## src/rtl/pc_sequencer.sv

```systemverilog
`default_nettype none
// ============================================================================
// Module   : pc_sequencer
// Purpose  : Next-PC selection and fetch handshake. The fetched word is held
//            until retire. Define PC_MISALIGN_TRAP_EN to redirect misaligned
//            targets to TRAP_VECTOR.
// Revision : 1.0 - initial release
// ============================================================================
module pc_sequencer #(
    parameter logic [31:0] RESET_VECTOR = 32'h0000_0000,
    parameter logic [31:0] TRAP_VECTOR  = 32'h0000_0100
) (
    input  logic        clk,
    input  logic        rst,
    input  logic [1:0]  pc_source,
    input  logic [31:0] branch_offset,
    input  logic [31:0] alu_result,
    input  logic        retire,
    output logic        imem_req,
    output logic [31:0] imem_addr,
    input  logic        imem_ready,
    input  logic [31:0] imem_rdata,
    output logic        inst_valid,
    output logic [31:0] inst,
    output logic [31:0] pc,
    output logic        misalign_trap,
    output logic [31:0] trap_addr
);

    localparam logic [1:0] c_PC_NEXT_INST     = 2'b00;
    localparam logic [1:0] c_PC_BRANCH_OFFSET = 2'b01;
    localparam logic [1:0] c_PC_ALU_RESULT    = 2'b10;

    localparam logic [1:0] c_FETCH = 2'd0;
    localparam logic [1:0] c_EXEC  = 2'd1;
`ifdef PC_MISALIGN_TRAP_EN
    localparam logic [1:0] c_TRAP  = 2'd2;
`endif

    logic [1:0]  r_state;
    logic [31:0] r_pc;
    logic [31:0] r_inst;
    logic        r_inst_valid;
    logic        r_req;
    logic [31:0] w_next_pc;

    // Reserved select falls through to sequential execution.
    always_comb begin
        w_next_pc = r_pc + 32'd4;
        case (pc_source)
            c_PC_NEXT_INST:     w_next_pc = r_pc + 32'd4;
            c_PC_BRANCH_OFFSET: w_next_pc = r_pc + branch_offset;
            c_PC_ALU_RESULT:    w_next_pc = {alu_result[31:1], 1'b0};
            default:            w_next_pc = r_pc + 32'd4;
        endcase
    end

`ifdef PC_MISALIGN_TRAP_EN
    logic        r_trap;
    logic [31:0] r_trap_addr;
    logic        w_misaligned;

    assign w_misaligned  = |w_next_pc[1:0];
    assign misalign_trap = r_trap;
    assign trap_addr     = r_trap_addr;
`else
    logic [31:0] w_unused_trap_vector;

    assign w_unused_trap_vector = TRAP_VECTOR;
    assign misalign_trap        = 1'b0;
    assign trap_addr            = 32'd0;
`endif

    always_ff @(posedge clk) begin
        if (rst) begin
            r_state      <= c_FETCH;
            r_pc         <= RESET_VECTOR;
            r_inst       <= 32'd0;
            r_inst_valid <= 1'b0;
            r_req        <= 1'b0;
`ifdef PC_MISALIGN_TRAP_EN
            r_trap       <= 1'b0;
            r_trap_addr  <= 32'd0;
`endif
        end else begin
            case (r_state)
                c_FETCH: begin
                    // Only the first cycle out of reset sees FETCH without a request.
                    if (!r_req) begin
                        r_req <= 1'b1;
                    end else if (imem_ready) begin
                        r_inst       <= imem_rdata;
                        r_inst_valid <= 1'b1;
                        r_req        <= 1'b0;
                        r_state      <= c_EXEC;
                    end
                end
                c_EXEC: begin
                    if (retire) begin
                        r_inst_valid <= 1'b0;
`ifdef PC_MISALIGN_TRAP_EN
                        if (w_misaligned) begin
                            r_pc        <= TRAP_VECTOR;
                            r_trap_addr <= w_next_pc;
                            r_trap      <= 1'b1;
                            r_state     <= c_TRAP;
                        end else begin
                            r_pc    <= w_next_pc;
                            r_req   <= 1'b1;
                            r_state <= c_FETCH;
                        end
`else
                        r_pc    <= w_next_pc;
                        r_req   <= 1'b1;
                        r_state <= c_FETCH;
`endif
                    end
                end
`ifdef PC_MISALIGN_TRAP_EN
                c_TRAP: begin
                    r_trap  <= 1'b0;
                    r_req   <= 1'b1;
                    r_state <= c_FETCH;
                end
`endif
                default: begin
                    r_state      <= c_FETCH;
                    r_req        <= 1'b0;
                    r_inst_valid <= 1'b0;
                end
            endcase
        end
    end

    assign imem_req   = r_req;
    assign imem_addr  = r_pc;
    assign pc         = r_pc;
    assign inst       = r_inst;
    assign inst_valid = r_inst_valid;

endmodule
`default_nettype wire

```

## config.mk

```make
export PLATFORM = sky130hd
export DESIGN_NAME = pc_sequencer
export DESIGN_NICKNAME = d
export VERILOG_FILES = /design/src/rtl/pc_sequencer.sv
export SDC_FILE = /design/constraint.sdc
export NUM_CORES = 1
export LEC_CHECK = 0
export ABC_AREA = 1
export CAP_MARGIN = 30
export CORE_MARGIN = 2
export CORE_UTILIZATION = 25
export CTS_BUF_LIST = sky130_fd_sc_hd__clkbuf_16
export CTS_CLUSTER_SIZE = 14
export DETAILED_ROUTE_END_ITERATION = 6
export PLACE_DENSITY_LB_ADDON = 0.2
export SLEW_MARGIN = 20
export SYNTH_ARGS = -nofsm -noshare
export SYNTH_HDL_FRONTEND = slang
export SYNTH_SLANG_ARGS = --single-unit
```

## constraint.sdc

```tcl
create_clock -name clk -period 2.5 [get_ports clk]
set_input_delay 0.375 -clock clk [delete_from_list [all_inputs] [get_ports clk]]
set_output_delay 0.375 -clock clk [all_outputs]
set_load 0.05 [all_outputs]
```

==> impl_results.md, run 1 <==
- Iter 0 DRT Violations: roughly 500
- Synth warnings: 0
- Seq cells post-synth: 66
- Largest cells by area after synthesis: dfxtp_1 21%, nand2_1 19%, inv_1 7.9%, buf_4 7.8%, nor2_1 7.3%
- Wire per inst: 15.5 um
- Crit path kind: primary input to flip-flop
- Vias in the first global route: 7,148
- Antenna cells: 0
- Initial antenna violation count: 0
- Hold path depth: 2
- Post-Syn Instances: 1,111
- Required time of the worst setup path: 2720 ps
- Leak pwr: 4.33 nW
- Core Region: 25,300 sq um
- First-pass DRT Iterations: 5
- R2R setup slack: 310 ps
- Worst slew pin tran: about 630 ps
- Clock transition at the registers of the reported paths: 70 ps
- Number of CTS-inserted buffers: 9
- Routability cong.: 0.950
- Seq pwr share: 30.7%
- Dpl cells: 1,652
- Starting Density: 25.5%
- CP peak stage delay: 410 ps
- Sequential area share after synthesis: 20.5%
- CTS tree: built
- Clk pwr share: between 30% and 40%
- Area of the die: 27,100 sq um
- Post-Syn Area: 6440 sq um
- Die extent in y: around 160 um
- Unrepaired setup endpoints after global routing: no
- Final min period: 2320 ps
- Post-DP HPWL: 20.7 mm
- Fraction of layout cells with a size suffix above 1: 9.72%
- GRT overflow: 0
- CP dominant cell by count: nand2_1
- Largest net degree at the start of global routing: 35
- Combinational share of power: 34.9%
- Area leader, netlist: dfxtp_1
- Fillcell total: ~2,800
- CTS Sinks: 66
- Post-Syn Area per Cell: between 5 and 6 sq um
- First-pass GRT wire length: just under 40 mm
- Clk_skew: roughly 9.7 ps
- Max Buffers Root-to-Sink: 2
- CP max-delay cell: clkdlybuf4s50_1
- Relative slew slack: between 50% and 60%
- Switching share of power: 38.8%
- Area Overhead vs Synth: 43.7%
- Number of H-tree levels: 3
- Total number of vias: 7,538
- Vias/cell: 4.52
- Total power: 3.71 mW
- Status: complete, no violations
- Min-Delay Path Class: flip-flop to flip-flop
- Setup TNS: 0 ps
- Crit path cell chain: clkdlybuf4s50_1 -> ha_1 -> nand2_1 -> inv_1 -> a21oi_1 -> nand2_1 -> nand2_1 -> nand2_1 -> o21ai_0 -> nand2_1 -> o21ai_0 -> a21oi_1
- Latest clock arrival within the worst-skew pair: approximately 350 ps
- Startpoint Class: primary input
- Root Buffer: clkbuf_16
- Hold Violations, Final: 0
- Internal power: 2.27 mW
- Post-synth EDFFs: 0
- I/O Pins: 233
- Tcrit/Tclk final: 92.9%
- Worst Path Arrival: 2550 ps
- Share of the synthesized area in the top cell type: 20.5%
- Layout Cells excl Fill: 1,668
- Hold buffers post-CTS: 0
- Port buffer count: 198
- Drt total wl: 25.9 mm
- All-Layer GR Usage: 19.0%
- Final antenna-violating net count: 0
- Drt drc: 0
- Pwr/cell area: 401 nW/um^2
- Ys async rst share: 0%
- Reg2reg path depth: 11
- Count leader, synth: nand2_1
- Max frequency: 0.431 GHz
- Die X: around 160 um
- Number of max-cap violations: 0
- Post-layout util: 36.7%
- Cell Rows: 58
- Crit-path max FO: 4
- Most used DFF post-synth: dfxtp_1
- Critical Path Sink Type: flip-flop
- Final setup fails: 0
- # nets final: roughly 1,500
- Maximum VDD drop: 0.272 mV
- Max Slew Vio Count: 0
- Most common library cells after synthesis: 323 x nand2_1, 136 x inv_1, 126 x nor2_1, 90 x a21oi_1, 67 x buf_4
- Switch Pwr: 1.44 mW
- Unique cell type count in the Yosys netlist: 44
-- routing by layer --
metal	track usage (%)	vias to the layer above	share of wire [%]
met1	26.2	3377	48
met5	0	-	0
met2	30.1	268	43
met4	4.31	0	1.5
met3	4.22	24	7.5
li1	-	3869	-
-- state kept, by name (all words and copies together), names as in the netlist --
name,count
imem_addr,32
imem_req,1
inst,32
inst_valid,1
-- cells by family after synthesis --
group / Yosys count / synth area share (%)
buffers and inverters: 241 / 18.1
other: 1 / 0.0582
AND/OR/NAND/NOR: 577 / 38.1
XOR/XNOR: 13 / 1.77
flip-flops: 66 / 20.5
AO/OA/AOI/OAI: 178 / 14.6
adder cells (fa/ha/maj): 35 / 6.91
-- worst max-delay path: cells and delay by family --
kind	cells	cell delay, ps
adders and majority gates	1	320
and+or+nand+nor	5	700
AOI/OAI and AO/OA	4	670
buffers and inverters	2	470
-- final timing paths --
path,endpoint,startpoint
min reg2reg,imem_req,imem_req
min,imem_req,imem_req
max,imem_addr[11],branch_offset[6]
max reg2reg,imem_addr[11],imem_addr[3]
-- through the flow --
stage / hold slack [ps] / cell area (sq um) / setup WS [ps]
6_report: 509 / 9260 / 178
5_1_grt: 531 / 9260 / 14.0
4_1_cts: 512 / 9250 / 113
3_5_place_dp: 500 / 8960 / -229
3_3_place_gp: 490 / 8960 / -209
2_1_floorplan: 510 / 6560 / 339
-- area by class of cell --
type	instances	area, sq um	share of cell area [%]
tap	330	413	4.46
timing repair buffer	275	2610	28.2
sequential	66	1320	14.3
multi-input combinational	836	4080	44.1
inverter	145	544	5.88
clock buffer	9	225	2.43
clock inverter	7	60.1	0.649
-- cell usage in the layout (no fill, tap or decap), drive strengths merged, types with 3 or more instances in the layout --
master,n
clkdlybuf4s50,198
ha,34
or2,14
a31oi,3
nor3,22
nand2,326
nand3,66
and2,3
a21oi,92
xor2,11
nand3b,3
clkinv,6
clkbuf,9
clkinvlp,3
dfxtp,66
buf,77
nor2,132
nand4,8
o21bai,4
o21ai,70
conb,33
inv,143
-- what timing repair did --
item / in CTS / in global routing
endpoints found under the hold margin: 0 / 0
setup endpoints to repair: 0 / 8
resized for setup: 0 / 4
setup buffers: 0 / 0
-- power groups by stage --
stage	registers, mW	clock network [mW]	logic, mW
detailed placement	1.16	0	1.29
floorplan	1.36	0	0.606
global route	1.15	1.34	1.40
global placement	1.16	0	1.29
CTS	1.14	1.31	1.30
finish	1.14	1.28	1.30
Power figures use the tool's default switching activity.
==> inputs of run 2 (changes only) <==
CORE_MARGIN = default   (was 2)
==> impl_results.md, run 2 (synthesized netlist as in run 1, its figures left out) <==
- Status: complete, no violations
- Latest clock arrival within the worst-skew pair: 350 ps (about the same)
- R2R setup slack: 330 ps (+20 ps)
- # Post-CTS Setup Buffers: 0 (unchanged)
- Drt drc: 0 (unchanged)
- # resized after CTS: 0 (unchanged)
- Most crowded layer after global routing: met2
- Cell Rows: 58 (unchanged)
- CP max-delay cell: clkdlybuf4s50_1
- Internal power: 2.27 mW (about the same)
- Core Region: 25,300 sq um (unchanged)
- First-pass DRT Iterations: 5 (unchanged)
- Fraction of layout cells with a size suffix above 1: 10.4% (+0.69 points)
- Max frequency: 0.441 GHz (+2.3%)
- Met1 GRT Util: 26.6% (+0.34 points)
- Met3 usage in global routing: 4.84% (+0.62 points)
- Vias in the first global route: 7,240 (+1.3%)
- Root Buffer: clkbuf_16
- Max Slew Vio Count: 0 (unchanged)
- Wire per inst: 15.5 um (+0.20%)
- Dpl cells: 1,659 (+0.42%)
- Area Overhead vs Synth: 44.3%
- Multi-input gate area: 4100 sq um (+0.28%)
- Clk pwr share: 34.5% (about the same)
- Number of H-tree levels: 3 (unchanged)
- Maximum VDD drop: 0.242 mV (-11%)
- Number of CTS-inserted buffers: 9 (unchanged)
- Clock transition at the registers of the reported paths: 70 ps (about the same)
- Met2 usage in global routing: 32.1% (+1.9 points)
- CP peak stage delay: 410 ps (about the same)
- Seq pwr share: 30.7% (about the same)
- Crit-path max FO: 4 (unchanged)
- Reg area: 1320 sq um (unchanged)
- Most frequent cells in the layout: 320 x nand2_1, 198 x clkdlybuf4s50_1, 136 x inv_1
- CP Buf/Inv Count: 1 (-1)
- Iter 0 DRT Violations: 396 (-19%)
- Unrepaired setup endpoints after global routing: no
- CTS Sinks: 66 (unchanged)
- Largest net degree at the start of global routing: 33 (-5.7%)
- Min-Delay Path Class: flip-flop to flip-flop
- Port buffer count: 198 (unchanged)
- Final min period: 2270 ps (-52.6 ps)
- Crit path kind: primary input to flip-flop
- First-pass GRT wire length: 40.0 mm (+1.2%)
- Worst Path Arrival: 2540 ps (about the same)
- Initial antenna violation count: 0 (unchanged)
- Relative slew slack: 62.5% (+4.6 points)
- Placed inst area: 8990 sq um (+0.31%)
- Vias/cell: 4.48 (-0.80%)
- Starting Density: 25.5% (unchanged)
- Dpl ws: -261 ps (-31.9 ps)
- Delay-heaviest family, CP: simple AND/OR/NAND/NOR gates
- # nets final: 1,477 (+0.48%)
- Crit path cell chain: clkdlybuf4s50_1 -> ha_1 -> fa_2 -> nand3_1 -> nand2_2 -> nand2_1 -> nand2_1 -> nand3_1 -> nand3_2 -> nand2_1 -> nand2_1 -> o21ai_0 -> nand2_1 -> a21oi_1
- Final Instance Area: 9300 sq um (+0.43%)
- Total number of vias: 7,509 (-0.38%)
- Pwr/cell area: 399 nW/um^2 (-0.39%)
- Final setup fails: 0 (unchanged)
- Clk_skew: 9.97 ps (+0.265 ps)
- Setup TNS: 0 ps (unchanged)
- Post-DP HPWL: 21.1 mm (+1.9%)
- All-Layer GR Usage: 19.8% (+0.82 points)
- Tcrit/Tclk final: 90.8% (-2.1 points)
- Leak pwr: 4.37 nW (+0.79%)
- Area of the die: 26,400 sq um (-2.4%)
- Antenna cells: 0 (unchanged)
- Critical Path Sink Type: flip-flop
- GRT overflow: 0 (unchanged)
- Switching share of power: 38.8% (about the same)
- Combinational share of power: 34.8% (about the same)
- Drt total wl: 26.0 mm (+0.62%)
- Final antenna-violating net count: 0 (unchanged)
- Layout Cells excl Fill: 1,675 (+0.42%)
- Switch Pwr: 1.44 mW (about the same)
- Fillcell total: 2,835 (+1.0%)
- Routability cong.: 0.915 (-3.6%)
- Leading cell type in the layout, fill and taps excluded: nand2_1
- Total power: 3.71 mW (about the same)
- CP dominant cell by count: nand2_1
- Number of max-cap violations: 0 (unchanged)
- Die extent in y: 163 um (-1.2%)
- Hold buffers post-CTS: 0 (unchanged)
- Setup ws final: 231 ps (+52.6 ps)
- Hold Violations, Final: 0 (unchanged)
- CTS tree: built
- Worst slew pin tran: 561 ps (-68.9 ps)
- Required time of the worst setup path: 2770 ps (+50 ps)
- I/O Pins: 233 (unchanged)
- Die X: 163 um (-1.2%)
- Startpoint Class: primary input
- Max Buffers Root-to-Sink: 2 (unchanged)
==> run 2: routing by layer <==
metal | wire length (um) | share of wire, %
met3 | 2140 | 8.2
met1 | 12200 | 47
met5 | 0 | 0
met4 | 314 | 1.2
met2 | 11300 | 44
==> run 2: final cells by class <==
class                      instances  share of cell area (%)
clock inverter                     7                   0.659
inverter                         145                    5.85
multi-input combinational        836                    44.0
tap                              330                    4.44
clock buffer                       9                    2.42
sequential                        66                    14.2
timing repair buffer             282                    28.4
==> run 2: final timing paths <==
kind                                 endpoint             start  depth (start not counted)
worst max-delay path            imem_addr[24]  branch_offset[0]                         14
worst min-delay path                 inst[31]          inst[31]                          2
worst max register to register  imem_addr[31]      imem_addr[3]                         13
worst min register to register       inst[31]          inst[31]                          2
==> run 2: metrics by stage <==
stage	hold WS, ps	util, %
global route	543	36.8
CTS	512	36.7
global placement	490	35.6
finish	511	36.8
detailed placement	494	35.6
floorplan	510	-
==> run 2: tightest hold or removal path, cell delays in order, from the launching register on <==
cell and delay [ps]:
dfxtp_1 320, o21ai_0 80, nor2_1 80
==> run 2: power groups by stage <==
stage | Clock (mW) | Sequential [mW] | Combinational [mW]
final | 1.28 | 1.14 | 1.29
after global routing | 1.35 | 1.15 | 1.40
after CTS | 1.31 | 1.14 | 1.30
after detailed placement | 0 | 1.16 | 1.29
after global placement | 0 | 1.16 | 1.29
after floorplan | 0 | 1.36 | 0.606
==> inputs of run 3 (changes only) <==
SKIP_LAST_GASP = 1   (was default)
==> results of run 3 <==
Same layout as run 2: the final DEF is identical, and so are final timing and power.
